File: config.mk
export PLATFORM = sky130hd
export DESIGN_NAME = mix_cycle_ctrl
export DESIGN_NICKNAME = d
export VERILOG_FILES = /design/src/rtl/mfda_ctrl_pkg.sv /design/src/rtl/mix_cycle_ctrl_phase_timer.sv /design/src/rtl/mix_cycle_ctrl.sv
export SDC_FILE = /design/constraint.sdc
export NUM_CORES = 1
export LEC_CHECK = 0
export ABC_AREA = 1
export CAP_MARGIN = 25
export CORE_ASPECT_RATIO = 1.4
export CORE_MARGIN = 2
export CORE_UTILIZATION = 40
export CTS_CLUSTER_DIAMETER = 150
export DETAILED_ROUTE_END_ITERATION = 8
export SETUP_SLACK_MARGIN = 0.02
export SLEW_MARGIN = 20
export SYNTH_ARGS = -nofsm -noshare
export SYNTH_HDL_FRONTEND = slang
export SYNTH_SLANG_ARGS = --single-unit
File: constraint.sdc
create_clock -name clk -period 6.1 [get_ports clk]
set_clock_uncertainty 0.2 [all_clocks]
set_input_delay 0.61 -clock clk [delete_from_list [all_inputs] [get_ports clk]]
set_output_delay 0.61 -clock clk [all_outputs]
set_load 0.01 [all_outputs]
File: src/rtl/mfda_ctrl_pkg.sv
// Shared types and constants for the mix-cycle sequencer: state encoding,
// fail-safe valve level and the peristaltic pump drive pattern.
package mfda_ctrl_pkg;

  typedef enum logic [3:0] {
    ST_IDLE         = 4'd0,
    ST_FILL         = 4'd1,
    ST_SETTLE1      = 4'd2,
    ST_MIX          = 4'd3,
    ST_INCUBATE     = 4'd4,
    ST_FLUSH        = 4'd5,
    ST_SETTLE2      = 4'd6,
    ST_DONE         = 4'd7,
    ST_ABORT_SETTLE = 4'd8,
    ST_ABORT_DONE   = 4'd9
  } state_t;

  localparam logic VALVE_CLOSED = 1'b1;

  localparam int unsigned PUMP_STEPS = 6;

  // Step 0 in the low 3 bits; each entry is bit2..bit0 of pump_valves.
  localparam logic [17:0] PUMP_PATTERN = {3'b010, 3'b011, 3'b001,
                                          3'b101, 3'b100, 3'b110};

  typedef struct packed {
    logic       in_a;
    logic       in_b;
    logic       out;
    logic [2:0] pump;
  } valve_t;

  function automatic valve_t valve_drive(input state_t st, input logic [2:0] step);
    valve_t v;
    v.in_a = VALVE_CLOSED;
    v.in_b = VALVE_CLOSED;
    v.out  = VALVE_CLOSED;
    v.pump = {3{VALVE_CLOSED}};
    case (st)
      ST_FILL: begin
        v.in_a = ~VALVE_CLOSED;
        v.in_b = ~VALVE_CLOSED;
        v.pump = {3{~VALVE_CLOSED}};
      end
      ST_MIX: v.pump = PUMP_PATTERN[3*int'(step) +: 3];
      ST_FLUSH: begin
        v.in_a = ~VALVE_CLOSED;
        v.out  = ~VALVE_CLOSED;
        v.pump = {3{~VALVE_CLOSED}};
      end
      default: ;
    endcase
    return v;
  endfunction

endpackage

File: src/rtl/mix_cycle_ctrl_phase_timer.sv
// Shared phase down-counter: loads length-1 on phase entry, expires at zero.
module phase_timer #(
  parameter int unsigned CNT_W = 16
) (
  input  logic             clk,
  input  logic             rst,
  input  logic             load,
  input  logic [CNT_W-1:0] load_val,
  output logic             expire
);

  logic [CNT_W-1:0] cnt;

  always_ff @(posedge clk) begin
    if (rst) begin
      cnt <= '0;
    end else if (load) begin
      cnt <= load_val;
    end else if (cnt != '0) begin
      cnt <= cnt - 1'b1;
    end
  end

  assign expire = (cnt == '0);

endmodule

File: src/rtl/mix_cycle_ctrl.sv
// Mix-cycle sequencer: fill, settle, peristaltic mix, incubate, flush, settle,
// with abort handling. All outputs are registered from the next-state values.
module mix_cycle_ctrl
  import mfda_ctrl_pkg::*;
#(
  parameter int unsigned CNT_W      = 16,
  parameter int unsigned SETTLE_LEN = 4,
  parameter int unsigned ROUND_W    = 8
) (
  input  logic               clk,
  input  logic               rst,
  input  logic               start,
  input  logic               abort,
  input  logic [CNT_W-1:0]   cfg_fill_len,
  input  logic [CNT_W-1:0]   cfg_step_len,
  input  logic [ROUND_W-1:0] cfg_rounds,
  input  logic [CNT_W-1:0]   cfg_incubate_len,
  input  logic [CNT_W-1:0]   cfg_flush_len,
  output logic               busy,
  output logic               done,
  output logic               aborted,
  output logic               valve_in_a,
  output logic               valve_in_b,
  output logic               valve_out,
  output logic [2:0]         pump_valves,
  output logic [3:0]         state_o
);

  localparam logic [CNT_W-1:0] SETTLE_M1 = CNT_W'(SETTLE_LEN - 1);
  localparam logic [2:0]       LAST_STEP = 3'(PUMP_STEPS - 1);

  function automatic logic [CNT_W-1:0] len_m1(input logic [CNT_W-1:0] len);
    return (len == '0) ? '0 : len - 1'b1;
  endfunction

  state_t             state, next_state;
  logic [2:0]         step, next_step;
  logic [ROUND_W-1:0] rounds, next_rounds;
  logic [CNT_W-1:0]   lat_step, lat_incubate, lat_flush;
  logic               cfg_latch;
  logic               tmr_load, tmr_expire;
  logic [CNT_W-1:0]   tmr_val;
  valve_t             next_valves;

  phase_timer #(.CNT_W(CNT_W)) u_timer (
    .clk      (clk),
    .rst      (rst),
    .load     (tmr_load),
    .load_val (tmr_val),
    .expire   (tmr_expire)
  );

  always_comb begin
    next_state  = state;
    next_step   = step;
    next_rounds = rounds;
    tmr_load    = 1'b0;
    tmr_val     = '0;
    cfg_latch   = 1'b0;
    case (state)
      ST_IDLE: if (start && !abort) begin
        next_state  = ST_FILL;
        next_rounds = cfg_rounds;
        cfg_latch   = 1'b1;
        tmr_load    = 1'b1;
        tmr_val     = len_m1(cfg_fill_len);
      end
      ST_FILL: if (tmr_expire) begin
        next_state = ST_SETTLE1;
        tmr_load   = 1'b1;
        tmr_val    = SETTLE_M1;
      end
      ST_SETTLE1: if (tmr_expire) begin
        tmr_load = 1'b1;
        if (rounds == '0) begin
          next_state = ST_INCUBATE;
          tmr_val    = len_m1(lat_incubate);
        end else begin
          next_state = ST_MIX;
          next_step  = '0;
          tmr_val    = len_m1(lat_step);
        end
      end
      // Round count is only decremented after the last pattern step.
      ST_MIX: if (tmr_expire) begin
        tmr_load = 1'b1;
        if (step != LAST_STEP) begin
          next_step = step + 3'd1;
          tmr_val   = len_m1(lat_step);
        end else begin
          next_rounds = rounds - 1'b1;
          next_step   = '0;
          if (next_rounds == '0) begin
            next_state = ST_INCUBATE;
            tmr_val    = len_m1(lat_incubate);
          end else begin
            tmr_val = len_m1(lat_step);
          end
        end
      end
      ST_INCUBATE: if (tmr_expire) begin
        next_state = ST_FLUSH;
        tmr_load   = 1'b1;
        tmr_val    = len_m1(lat_flush);
      end
      ST_FLUSH: if (tmr_expire) begin
        next_state = ST_SETTLE2;
        tmr_load   = 1'b1;
        tmr_val    = SETTLE_M1;
      end
      ST_SETTLE2:      if (tmr_expire) next_state = ST_DONE;
      ST_DONE:         next_state = ST_IDLE;
      ST_ABORT_SETTLE: if (tmr_expire) next_state = ST_ABORT_DONE;
      ST_ABORT_DONE:   next_state = ST_IDLE;
      default:         next_state = ST_IDLE;
    endcase

    if (abort && (state inside {ST_FILL, ST_SETTLE1, ST_MIX, ST_INCUBATE,
                                ST_FLUSH, ST_SETTLE2})) begin
      next_state  = ST_ABORT_SETTLE;
      next_step   = step;
      next_rounds = rounds;
      tmr_load    = 1'b1;
      tmr_val     = SETTLE_M1;
    end

    next_valves = valve_drive(next_state, next_step);
  end

  always_ff @(posedge clk) begin
    if (rst) begin
      state        <= ST_IDLE;
      step         <= '0;
      rounds       <= '0;
      lat_step     <= '0;
      lat_incubate <= '0;
      lat_flush    <= '0;
      busy         <= 1'b0;
      done         <= 1'b0;
      aborted      <= 1'b0;
      valve_in_a   <= VALVE_CLOSED;
      valve_in_b   <= VALVE_CLOSED;
      valve_out    <= VALVE_CLOSED;
      pump_valves  <= {3{VALVE_CLOSED}};
    end else begin
      state  <= next_state;
      step   <= next_step;
      rounds <= next_rounds;
      if (cfg_latch) begin
        lat_step     <= cfg_step_len;
        lat_incubate <= cfg_incubate_len;
        lat_flush    <= cfg_flush_len;
      end
      busy        <= !(next_state inside {ST_IDLE, ST_DONE, ST_ABORT_DONE});
      done        <= (next_state == ST_DONE);
      aborted     <= (next_state == ST_ABORT_DONE);
      valve_in_a  <= next_valves.in_a;
      valve_in_b  <= next_valves.in_b;
      valve_out   <= next_valves.out;
      pump_valves <= next_valves.pump;
    end
  end

  assign state_o = state;

endmodule

### Word-level counts from Yosys, hierarchy flattened

Index checks and enable logic that the tools add are counted.

| storage, ports and cells | value |
|---|---|
| flip-flop bits (word level) | 88 |
| input port bits | 76 |
| output and inout port bits | 13 |
| word-level logic and storage cells | 110 |

| operators by class | value |
|---|---|
| add/subtract/negate cells | 7 |
| multipliers | 1 |
| equality and inequality tests | 16 |
| shift operators | 1 |
| muxes and demuxes | 48 |
| bitwise gates (word level) | 1 |
| reductions and logical operators | 22 |

Operators with widths:

| kind | number |
|---|---|
| 16-bit 2-to-1 mux | 14 |
| 16-bit logical NOT | 5 |
| 16-bit case mux with 5 select lines | 1 |
| 16-bit by 1-bit subtractor with 16-bit output, second input constant | 5 |
| 4-bit 2-to-1 mux | 11 |
| 4-bit case mux with 8 select lines | 1 |
| 8-bit 2-to-1 mux | 3 |
| 4-bit by 3-bit equality test with 1-bit output, second input constant | 5 |
| 3-bit 2-to-1 mux | 6 |
| 18-bit by 6-bit indexed part select with 3-bit output, first input constant | 1 |
| 8-bit logical NOT | 2 |
| 8-bit case mux with 2 select lines | 1 |
| 16-bit nonzero test | 1 |
| 4-bit by 2-bit equality test with 1-bit output, second input constant | 3 |
| 3-bit case mux with 2 select lines | 2 |
| 4-bit by 1-bit equality test with 1-bit output, second input constant | 2 |
| 4-bit equality test, second input constant | 2 |
| 4-bit logical NOT | 2 |
| 8-bit by 1-bit subtractor with 8-bit output, second input constant | 1 |
| 1-bit 2-to-1 mux | 7 |
| 2-bit != test, second input constant | 3 |
| 6-bit nonzero test | 1 |
| 2-bit by 3-bit multiplier with 5-bit output, first input constant | 1 |
| 5-bit AND reduction | 1 |
| 11 further kinds | 15 |

### Logic depth before layout (Yosys ltp)

Gate-level depths: netlist of run 1.

| depth | value |
|---|---|
| depth after elaboration | 10 |
| mapped depth | 18 |

### Hierarchy

Synthesis of run 1 repeated with hierarchy kept, for this count alone.

| second synthesis, totals | value |
|---|---|
| cell total of the unflattened synthesis | 1013 |
| area, all modules | 6324.8 µm² |

By module, submodules not included:

| module | instances | cells each | area an instance (µm²) |
|---|---|---|---|
| mix_cycle_ctrl | 1 | 835 | 5196.2 |
| phase_timer | 1 | 178 | 1128.6 |

### Worst setup path after synthesis of run 1

No wires, ideal clock.

| timing path | value |
|---|---|
| path type | register -> register |
| start | reg rounds[0] |
| end | reg pump_valves[0] |
| data arrival time | 1.861 ns |
| setup slack | 3.907 ns |
| cell stages (with the launch flop) | 16 |
| period minus slack after synthesis | 2.193 ns |
| cell sequence | dfxtp_1 -> inv_1 -> ha_1 -> inv_1 -> nor2_1 -> nand3_1 -> nand2_1 -> nand2_2 -> nor2_8 -> nand3_4 -> o21ai_1 -> nand2_1 -> nand2_2 -> nand3_1 -> nand2_1 -> nand3_1 |

| on the way | value |
|---|---|
| word-level cells in the longest chain between the ends | 10 |
| elaborated cells on any way between the ends | 21 |
| those cells by class | 1 x add/sub; 1 x mul; 3 x eq/ne; 1 x shift; 12 x mux; 3 x reduce/logical |

Ends and longest elaborated chain:

| item | RTL line | source |
|---|---|---|
| start: declaration | mix_cycle_ctrl.sv:38 | `logic [ROUND_W-1:0] rounds, next_rounds;` |
| start signal: assignment | mix_cycle_ctrl.sv:148 | `rounds <= next_rounds;` |
| parallel branches: the longest is 9 deep, another holds 2-bit by 3-bit multiplier with 5-bit output | -- |  |
| 3-bit case mux with 2 select lines (*) | mfda_ctrl_pkg.sv:39 | `case (st)` |
| end signal: assignment | mix_cycle_ctrl.sv:144 | `pump_valves <= {3{VALVE_CLOSED}};` |
| end signal: assignment | mix_cycle_ctrl.sv:160 | `pump_valves <= next_valves.pump;` |
| end: declaration | mix_cycle_ctrl.sv:25 | `output logic [2:0] pump_valves,` |

Every way passes the cells marked *.
A chain may end at the register's enable or synchronous reset.

### Worst setup path after layout of run 1

| timing path | value |
|---|---|
| start | in abort |
| end | reg u_timer.cnt[6] |

| on the way | value |
|---|---|
| word-level cells in the longest chain between the ends | 6 |
| elaborated cells on any way between the ends | 11 |
| those cells by class | 7 x mux; 4 x reduce/logical |

Ends and longest elaborated chain:

| item | RTL line | source |
|---|---|---|
| start: declaration | mix_cycle_ctrl.sv:13 | `input logic abort,` |
| 1-bit logical NOT | mix_cycle_ctrl.sv:61 | `ST_IDLE: if (start && !abort) begin` |
| 1-bit logical AND | mix_cycle_ctrl.sv:61 |  |
| 16-bit 2-to-1 mux / 1-bit 2-to-1 mux (equally long branches) | mix_cycle_ctrl.sv:61 |  |
| 16-bit case mux with 5 select lines / 1-bit case mux with 2 select lines (equally long branches) | mix_cycle_ctrl.sv:60 | `case (state)` |
| 16-bit 2-to-1 mux / 1-bit 2-to-1 mux (equally long branches) | mix_cycle_ctrl.sv:118 | `if (abort && (state inside {ST_FILL, ST_SETTLE1, ST_MIX, ST_INCUBATE,` |
| 16-bit 2-to-1 mux / 2-bit nonzero test (equally long branches) | -- |  |
| end signal: assignment | mix_cycle_ctrl_phase_timer.sv:18 | `cnt <= load_val;` |
| end signal: assignment | mix_cycle_ctrl_phase_timer.sv:20 | `cnt <= cnt - 1'b1;` |
| end: declaration | mix_cycle_ctrl_phase_timer.sv:12 | `logic [CNT_W-1:0] cnt;` |

Parallel ways exist; a longest one is shown, timed or not.

==> impl_metrics.py, run 1 <==
metrics = {
    "status": {
        "status": "complete, no violations",
    },
    "worst_setup_path": {
        "worstSetupStartpointType": "primary input",
        "crit_type": "in -> reg",
        "critPathMaxStageDelay_ns": 0.55,
        "slowest_stage": "buf_4",
        "worst-endpoint-required_ns": 6.11,
        "crit_path_frequent_cell": "nand2_1",
        "critPathArrivalTime_ns": 3.25,
        "cp_max_fo": 85,
        "path_cells": "clkdlybuf4s50_1 > inv_1 > nand3_2 > buf_4 > inv_2 > nand2_1 > inv_1 > nand2_1 > nand3_1 > a21oi_1 > nand2_1 > nand2_1 > a21oi_1",
        "endpoint_kind": "flop",
    },
    "clock_network": {
        "numCtsBuffers": 9,
        "postCtsHoldBufs": 0,
        "clockRootBuffer": "clkbuf_16",
        "cts_tree": "built",
        "path_clk_slew_ns": 0.06,
        "post-cts-setup-buffers": 0,
        "cts_resized": 0,
        "htree_num_levels": 3,
        "clockBufferDepth": 2,
        "clkSinkCount": 88,
        "worstSkewPairLatency_ns": 0.36,
    },
    "grt": {
        "overflow": 0,
        "track_usage_pct": 22.85,
        "antenna_found_initial": 0,
        "grt_pass1_wl_um": 31510,
        "grt_max_degree": 86,
        "grt_pass1_vias": 6475,
    },
    "yosys": {
        "synthCells": 1056,
        "ys.flop_type": "dfxtp_1",
        "synth_area_per_cell_um2": 6.079,
        "synthesis.nets": 1143,
        "synth-edff-count": 0,
        "synthArstFlopShare_pct": 0,
        "synth-seq-area-share_pct": 27.44,
        "ys.warnings.count": 0,
        "netlist_area_um2": 6420,
        "synth_cell_type_count": 41,
        "ys_seq_elements": 88,
    },
    "timing": {
        "period_needed_ns": 3.233,
        "slew_viol_final": 0,
        "worst_pin_slew_ns": 0.7768,
        "hold_viol": 0,
        "fin_hold_ws_ns": 0.3145,
        "rsz0062_at_grt": "no",
        "max_freq_ghz": 0.3093,
        "fin_tns_setup_ns": 0,
        "slew_headroom_pct": 48.15,
        "setup_viol": 0,
        "period_share_pct": 53.00,
    },
    "layout": {
        "utilization_pct": 49.50,
        "syn2layout_area_growth_pct": 20.85,
        "nets": 1216,
        "final_area_um2": 7759,
        "drive_gt1_share_pct": 7.496,
        "finalNonFillerCells": 1330,
        "n_antenna_cell": 0,
    },
    "place": {
        "dpl.hpwl_um": 15610,
        "placed_cells": 1314,
        "place_congestion": 0.9634,
        "port_buffers": 88,
        "place_area_um2": 7437,
    },
    "floorplanning": {
        "die_x_um": 111.1,
        "coreArea_um2": 15680,
        "pin_count": 89,
        "die_h_um": 153.9,
        "initial_core_util_pct": 40.96,
        "fp.dieArea_um2": 17090,
        "fp-row-count": 54,
    },
    "power": {
        "power_density_nw_per_um2": 313.4,
        "p_leak_nw": 3.582,
        "peakVddDrop_mv": 0.1817,
    },
    "route": {
        "dr.pass1.iters": 6,
        "num_vias": 6853,
        "wl_per_cell_um": 14.66,
        "drc": 0,
        "drt-initial-drc-count": 300,
        "routed_wl_um": 19490,
        "via_per_inst": 5.153,
        "drtAntennaViolNets": 0,
    },
    "hold_path": {
        "worstHoldPathType": "reg -> reg",
    },
    "job": {
        "maxCapViolCount": 0,
    },
}
==> kinds of logic (layout without fill, tap and decap cells) <==
logic type	count (synthesis)	count (layout)	synth area share, %
fa+ha+maj	11	11	2.144
xor+xnor	33	33	4.502
flops	88	88	27.44
compound gates	186	186	15.36
simple gates	586	586	41.30
buf+inv	152	230	9.257
==> placed cells by master (no fill, tap or decap), types with 9 or more instances in the layout <==
master           count
xor2_1              22
o21ai_0             76
nor2_4              11
nand2_1            249
nand3_1            101
nand2_2             10
nor2_2               9
xnor2_1             11
a21oi_1             80
o21ai_1             12
dfxtp_1             88
ha_1                11
nand4_1             11
clkbuf_16            9
nor3_1              13
inv_2               15
clkdlybuf4s50_1     88
nor2_1             160
inv_1              109
==> metal layers <==
metal | global-route usage (%) | part of all wire [%]
met5 | 0 | 0
met4 | 11.82 | 4.7
met3 | 3.705 | 3.9
met2 | 42.07 | 51
met1 | 25.16 | 40
==> worst paths after layout <==
check | depth (start not counted) | endpoint | slack, ns | startpoint
min | 2 | lat_flush[15] | 0.31 | lat_flush[15]
max reg2reg | 14 | u_timer.cnt[6] | 2.92 | state_o[0]
min reg2reg | 2 | lat_flush[15] | 0.31 | lat_flush[15]
max | 13 | u_timer.cnt[6] | 2.87 | abort
==> registers in the layout (all words and copies together) (netlist names) <==
signal        flops
lat_incubate     16
valve_in_a        1
u_timer.cnt      16
step              3
valve_out         1
done              1
rounds            8
valve_in_b        1
busy              1
lat_step         16
lat_flush        16
aborted           1
pump_valves       3
state_o           4
==> cells in the mapped netlist (3+ instances only) <==
cell type | instances | area share, %
nand4_1 | 11 | 1.1
nor2_4 | 11 | 1.9
a31oi_1 | 6 | 0.58
inv_2 | 15 | 0.88
clkbuf_1 | 18 | 1.1
nand2_1 | 249 | 15
nor2_2 | 9 | 0.88
nand3_2 | 5 | 0.78
nor3_1 | 13 | 1.0
nor4_1 | 3 | 0.29
a21oi_1 | 80 | 6.2
ha_1 | 11 | 2.1
o21ai_0 | 76 | 5.9
xor2_1 | 22 | 3.0
dfxtp_1 | 88 | 27
buf_2 | 4 | 0.31
xnor2_1 | 11 | 1.5
o21ai_1 | 12 | 0.94
nand3_1 | 102 | 8.0
buf_4 | 3 | 0.35
o21ai_2 | 3 | 0.41
nand2_2 | 10 | 0.97
inv_1 | 109 | 6.4
nor2_1 | 160 | 9.4
==> cell type report <==
| type | count | area [um^2] |
|---|---|---|
| clock buffer | 9 | 225.2 |
| sequential | 88 | 1762 |
| inverter | 124 | 465.4 |
| tap | 196 | 245.2 |
| clock inverter | 7 | 96.34 |
| timing repair buffer | 90 | 895.9 |
| multi-input combinational | 816 | 4069 |
| fill | 1695 | 7916 |
==> power by group <==
group | switching, mW | internal (mW) | total, mW
logic | 0.698 | 0.381 | 1.08
registers | 0.0772 | 0.667 | 0.744
clock network | 0.249 | 0.359 | 0.608
==> through the flow <==
step,setup WS [ns],total power [mW]
finish,2.867,2.432
global route,2.573,2.607
CTS,2.868,2.441
detailed placement,2.495,1.827
global placement,2.567,1.822
floorplan,3.907,1.556
==> critical path: cells and delay by family <==
kind | cells | cell delay (ns)
and+or+nand+nor | 6 | 0.79
buffers and inverters | 5 | 1.62
AOI/OAI and AO/OA | 2 | 0.19
Power figures use the tool's default switching activity.
==> run 2, diff against run 1 <==
- clock period: 6.1 -> 3.3 ns (I/O delays scaled with it)
==> run 2 against run 1 <==
Net effect: die area did not move; wire length about the same; critical path type is now reg -> reg; final cell count grew 0.45%; critical path depth is the same; count of clock-buffer cells in the layout is the same; critical endpoint is now u_timer.cnt[9]; via count down 0.18%.
==> impl_metrics.py, run 2 (same netlist as run 1, synthesis figures left out) <==
metrics = {
    "status": {
        "status": "complete, no violations",
    },
    "floorplanning": {
        "initial_core_util_pct": 40.96,
        "die_h_um": 153.9,
        "pin_count": 89,
        "fp.dieArea_um2": 17090,
        "coreArea_um2": 15680,
        "die_x_um": 111.1,
        "fp-row-count": 54,
    },
    "worst_setup_path": {
        "cp_max_fo": 6,
        "worstSetupStartpointType": "flop",
        "critPathArrivalTime_ns": 2.73,
        "crit_type": "reg -> reg",
        "worst-endpoint-required_ns": 3.38,
        "endpoint_kind": "flop",
    },
    "hold_path": {
        "worstHoldPathType": "reg -> reg",
    },
    "clock_network": {
        "post-cts-setup-buffers": 0,
        "clockBufferDepth": 2,
        "numCtsBuffers": 9,
        "postCtsHoldBufs": 0,
        "clkSinkCount": 88,
        "path_clk_slew_ns": 0.07,
        "worstSkewPairLatency_ns": 0.36,
        "clockRootBuffer": "clkbuf_16",
        "cts_tree": "built",
        "cts_resized": 0,
        "htree_num_levels": 3,
    },
    "job": {
        "maxCapViolCount": 0,
    },
    "power": {
        "p_leak_nw": 3.601,
        "power_density_nw_per_um2": 567.6,
        "total_power_mw": 4.413,
        "peakVddDrop_mv": 0.3734,
    },
    "layout": {
        "utilization_pct": 49.60,
        "seq_area_um2": 1762,
        "n_antenna_cell": 0,
        "final_cell_mix": "nand2_1, nor2_1, inv_1, nand3_1",
        "nets": 1222,
        "final_common_cell": "nand2_1",
        "syn2layout_area_growth_pct": 21.11,
        "multi_input_area_um2": 4069,
        "drive_gt1_share_pct": 7.982,
        "finalNonFillerCells": 1336,
        "fillers": 1691,
    },
    "grt": {
        "grt_pass1_vias": 6557,
        "track_usage_pct": 22.67,
        "antenna_found_initial": 0,
        "grt_max_degree": 83,
        "grt_pass1_wl_um": 31460,
        "overflow": 0,
    },
    "route": {
        "num_vias": 6841,
        "dr.pass1.iters": 7,
        "wl_per_cell_um": 14.58,
        "drtAntennaViolNets": 0,
        "via_per_inst": 5.121,
        "drc": 0,
        "drt-initial-drc-count": 349,
        "routed_wl_um": 19480,
    },
    "place": {
        "port_buffers": 88,
        "place_congestion": 0.9398,
        "dpl.hpwl_um": 15800,
        "placed_cells": 1320,
    },
    "timing": {
        "fin_tns_setup_ns": 0,
        "period_needed_ns": 2.645,
        "setup_viol": 0,
        "period_share_pct": 80.17,
        "fin_hold_ws_ns": 0.2976,
        "slew_headroom_pct": 53.55,
        "hold_viol": 0,
        "slew_viol_final": 0,
        "rsz0062_at_grt": "no",
        "worst_pin_slew_ns": 0.6968,
        "max_freq_ghz": 0.3780,
    },
}
==> run 2: cell types whose count changed in the layout (fill, tap and decap cells not counted) <==
cell,before,now
buf_12,0,1
buf_4,2,7
bufinv_16,2,0
clkinvlp_4,3,2
inv_6,0,3
==> run 2: critical path, stage by stage (launching register included) <==
cell,delay [ns]
dfxtp_1,0.36
inv_1,0.13
ha_1,0.26
nand2_1,0.07
nor2_1,0.05
nand3_1,0.22
inv_1,0.17
nor3_1,0.56
nand2_1,0.12
nand3_1,0.11
nand2_1,0.05
nand2_1,0.08
nand2_1,0.07
a21oi_1,0.12
==> run 2: stage by stage <==
step                      worst slack, ns  area, um^2
after floorplan                     1.107        6420
after global routing               0.4518        7775
final                              0.6545        7775
after global placement             0.7006        7495
after detailed placement           0.6629        7495
after CTS                          0.6919        7775
==> run 2: path summary, 6_finish.rpt <==
kind / from / to / slack [ns] / cells after the start
min reg2reg: lat_flush[15] / lat_flush[15] / 0.30 / 2
max reg2reg: lat_incubate[0] / u_timer.cnt[9] / 0.65 / 13
max: lat_incubate[0] / u_timer.cnt[9] / 0.65 / 13
min: lat_flush[15] / lat_flush[15] / 0.30 / 2
==> run 2: metal layers <==
| layer | vias up | wire (um) | track usage, % |
|---|---|---|---|
| met1 | 3080 | 7901 | 25.00 |
| met5 | - | 0 | 0 |
| li1 | 3575 | - | - |
| met4 | 0 | 544 | 8.172 |
| met3 | 33 | 651 | 3.232 |
| met2 | 153 | 10390 | 43.76 |
==> run 2: layout make-up <==
type	instances	area share, %
Tap cell	196	3.154
Inverter	124	5.986
Timing Repair Buffer	96	12.26
Sequential cell	88	22.66
Multi-Input combinational cell	816	52.33
Clock inverter	7	0.7081
Clock buffer	9	2.897
==> run 2: power by group <==
group | switching, mW | leakage [nW] | internal, mW | total, mW
sequential | 0.143 | 0.723 | 1.23 | 1.38
combinational | 1.32 | 2.75 | 0.721 | 2.04
clock | 0.476 | 0.133 | 0.519 | 0.994
total | 1.94 | 3.60 | 2.47 | 4.41
==> run 3, diff against run 2 <==
- clock period: 3.3 -> 2.75 ns (I/O delays scaled with it)
==> run 3 against run 2 <==
Net effect: critical path depth grew 4; critical path type unchanged; die area unchanged; combinational power grew 22%; largest cell class unchanged; sequential power up 20%; highest routed layer unchanged; global-route usage up 0.32 points; final cell count is 0.75% higher; sequential share of layout area down 0.25 points; maximum frequency increased by 4.9%.
==> impl_metrics.py, run 3 (same netlist as run 1, synthesis figures left out) <==
metrics = {
    "layout": {
        "drive_gt1_share_pct": 8.783,
        "n_antenna_cell": 0,
        "final_common_cell": "nand2_1",
        "final_cell_mix": "nand2_1, nor2_1, inv_1, nand3_1",
        "finalNonFillerCells": 1346,
        "nets": 1232,
        "syn2layout_area_growth_pct": 22.47,
    },
    "timing": {
        "setup_viol": 0,
        "max_freq_ghz": 0.3966,
        "hold_viol": 0,
        "setup_slack_ns": 0.2284,
        "fin_tns_setup_ns": 0,
        "worst_pin_slew_ns": 0.4775,
        "period_needed_ns": 2.522,
        "slew_headroom_pct": 68.17,
        "slew_viol_final": 0,
        "period_share_pct": 91.69,
        "rsz0062_at_grt": "no",
    },
    "worst_setup_path": {
        "worst-endpoint-required_ns": 2.79,
        "crit_type": "reg -> reg",
        "worstSetupStartpointType": "flop",
        "endpoint_kind": "flop",
        "critPathLaunch": "rounds[0]",
        "critPathArrivalTime_ns": 2.57,
        "cp_max_fo": 7,
        "r2r_start": "rounds[0]",
    },
    "clock_network": {
        "clkSinkCount": 88,
        "clockBufferDepth": 2,
        "worstSkewPairLatency_ns": 0.36,
        "post-cts-setup-buffers": 0,
        "path_clk_slew_ns": 0.07,
        "htree_num_levels": 3,
        "clockRootBuffer": "clkbuf_16",
        "cts_resized": 0,
        "cts_tree": "built",
        "postCtsHoldBufs": 0,
        "numCtsBuffers": 9,
    },
    "floorplanning": {
        "pin_count": 89,
        "die_x_um": 111.1,
        "fp.dieArea_um2": 17090,
        "coreArea_um2": 15680,
        "initial_core_util_pct": 40.96,
        "fp-row-count": 54,
        "die_h_um": 153.9,
    },
    "power": {
        "p_leak_nw": 3.656,
        "peakVddDrop_mv": 0.6096,
        "power_density_nw_per_um2": 675.6,
    },
    "grt": {
        "overflow": 0,
        "antenna_found_initial": 0,
        "grt_pass1_vias": 6445,
        "grt_max_degree": 83,
        "grt_pass1_wl_um": 31540,
        "track_usage_pct": 22.99,
    },
    "route": {
        "wl_per_cell_um": 14.57,
        "routed_wl_um": 19610,
        "dr.pass1.iters": 5,
        "drc": 0,
        "drt-initial-drc-count": 358,
        "drtAntennaViolNets": 0,
        "via_per_inst": 5.160,
        "num_vias": 6946,
    },
    "status": {
        "status": "complete, no violations",
    },
    "place": {
        "dpl.hpwl_um": 15990,
        "place_congestion": 0.9974,
        "place_ws_ns": 0.2605,
        "port_buffers": 88,
        "placed_cells": 1330,
    },
    "hold_path": {
        "min_from": "cfg_rounds[6]",
        "worstHoldPathType": "in -> reg",
    },
    "job": {
        "maxCapViolCount": 0,
    },
}
## run 3: cell count changes in the layout (fill, tap and decap cells not counted), sizes merged
| cell | delta |
|---|---|
| buf | +10 |
## run 3: where the power goes
part	internal, mW	switching (mW)	total [mW]
clock network	0.621	0.561	1.18
registers	1.48	0.170	1.65
logic	0.905	1.58	2.48
## run 3: worst paths after layout
check / endpoint / slack, ns / depth (start not counted)
worst max-delay path: pump_valves[0] / 0.23 / 17
worst min register to register: lat_flush[15] / 0.29 / 2
worst max register to register: pump_valves[0] / 0.23 / 17
worst min-delay path: rounds[6] / 0.28 / 3
## run 3: through the flow
step | cell area (um^2) | hold slack (ns) | util (%) | total power, mW
after CTS | 7863 | 0.2780 | 50.16 | 5.344
after global placement | 7582 | 0.2833 | 48.37 | 4.144
final | 7863 | 0.2845 | 50.16 | 5.312
after detailed placement | 7582 | 0.2826 | 48.37 | 4.147
after floorplan | 6420 | 0.2205 | - | 3.451
after global routing | 7863 | 0.3025 | 50.16 | 5.719
## run 3: routing by layer
| layer | part of all wire [%] | global-route usage, % | vias to the layer above |
|---|---|---|---|
| met5 | 0 | 0 | - |
| met4 | 4.5 | 12.93 | 0 |
| met3 | 3.5 | 2.956 | 52 |
| met2 | 52 | 42.86 | 164 |
| met1 | 40 | 24.90 | 3128 |
| li1 | - | - | 3602 |
## run 3: layout make-up
cell class | count | area [um^2]
well taps | 196 | 245.2
clock inverters | 7 | 55.05
repair buffers | 106 | 1041
clock buffers | 9 | 225.2
multi-input cells | 816 | 4069
fillers | 1721 | 7812
flip-flops and latches | 88 | 1762
inverters | 124 | 465.4
## run 3: worst max-delay path, stage by stage, from the launching register on
cell,delay (ns)
dfxtp_1,0.33
inv_1,0.15
ha_1,0.19
inv_1,0.05
nor2_1,0.19
nand3_2,0.14
nor2_4,0.21
inv_2,0.11
nand2_2,0.13
nand2_1,0.09
nand2_1,0.10
nand2_1,0.05
nand2_1,0.13
inv_1,0.07
nand2_1,0.06
nand2_1,0.05
nand3_1,0.07
nand3_1,0.07
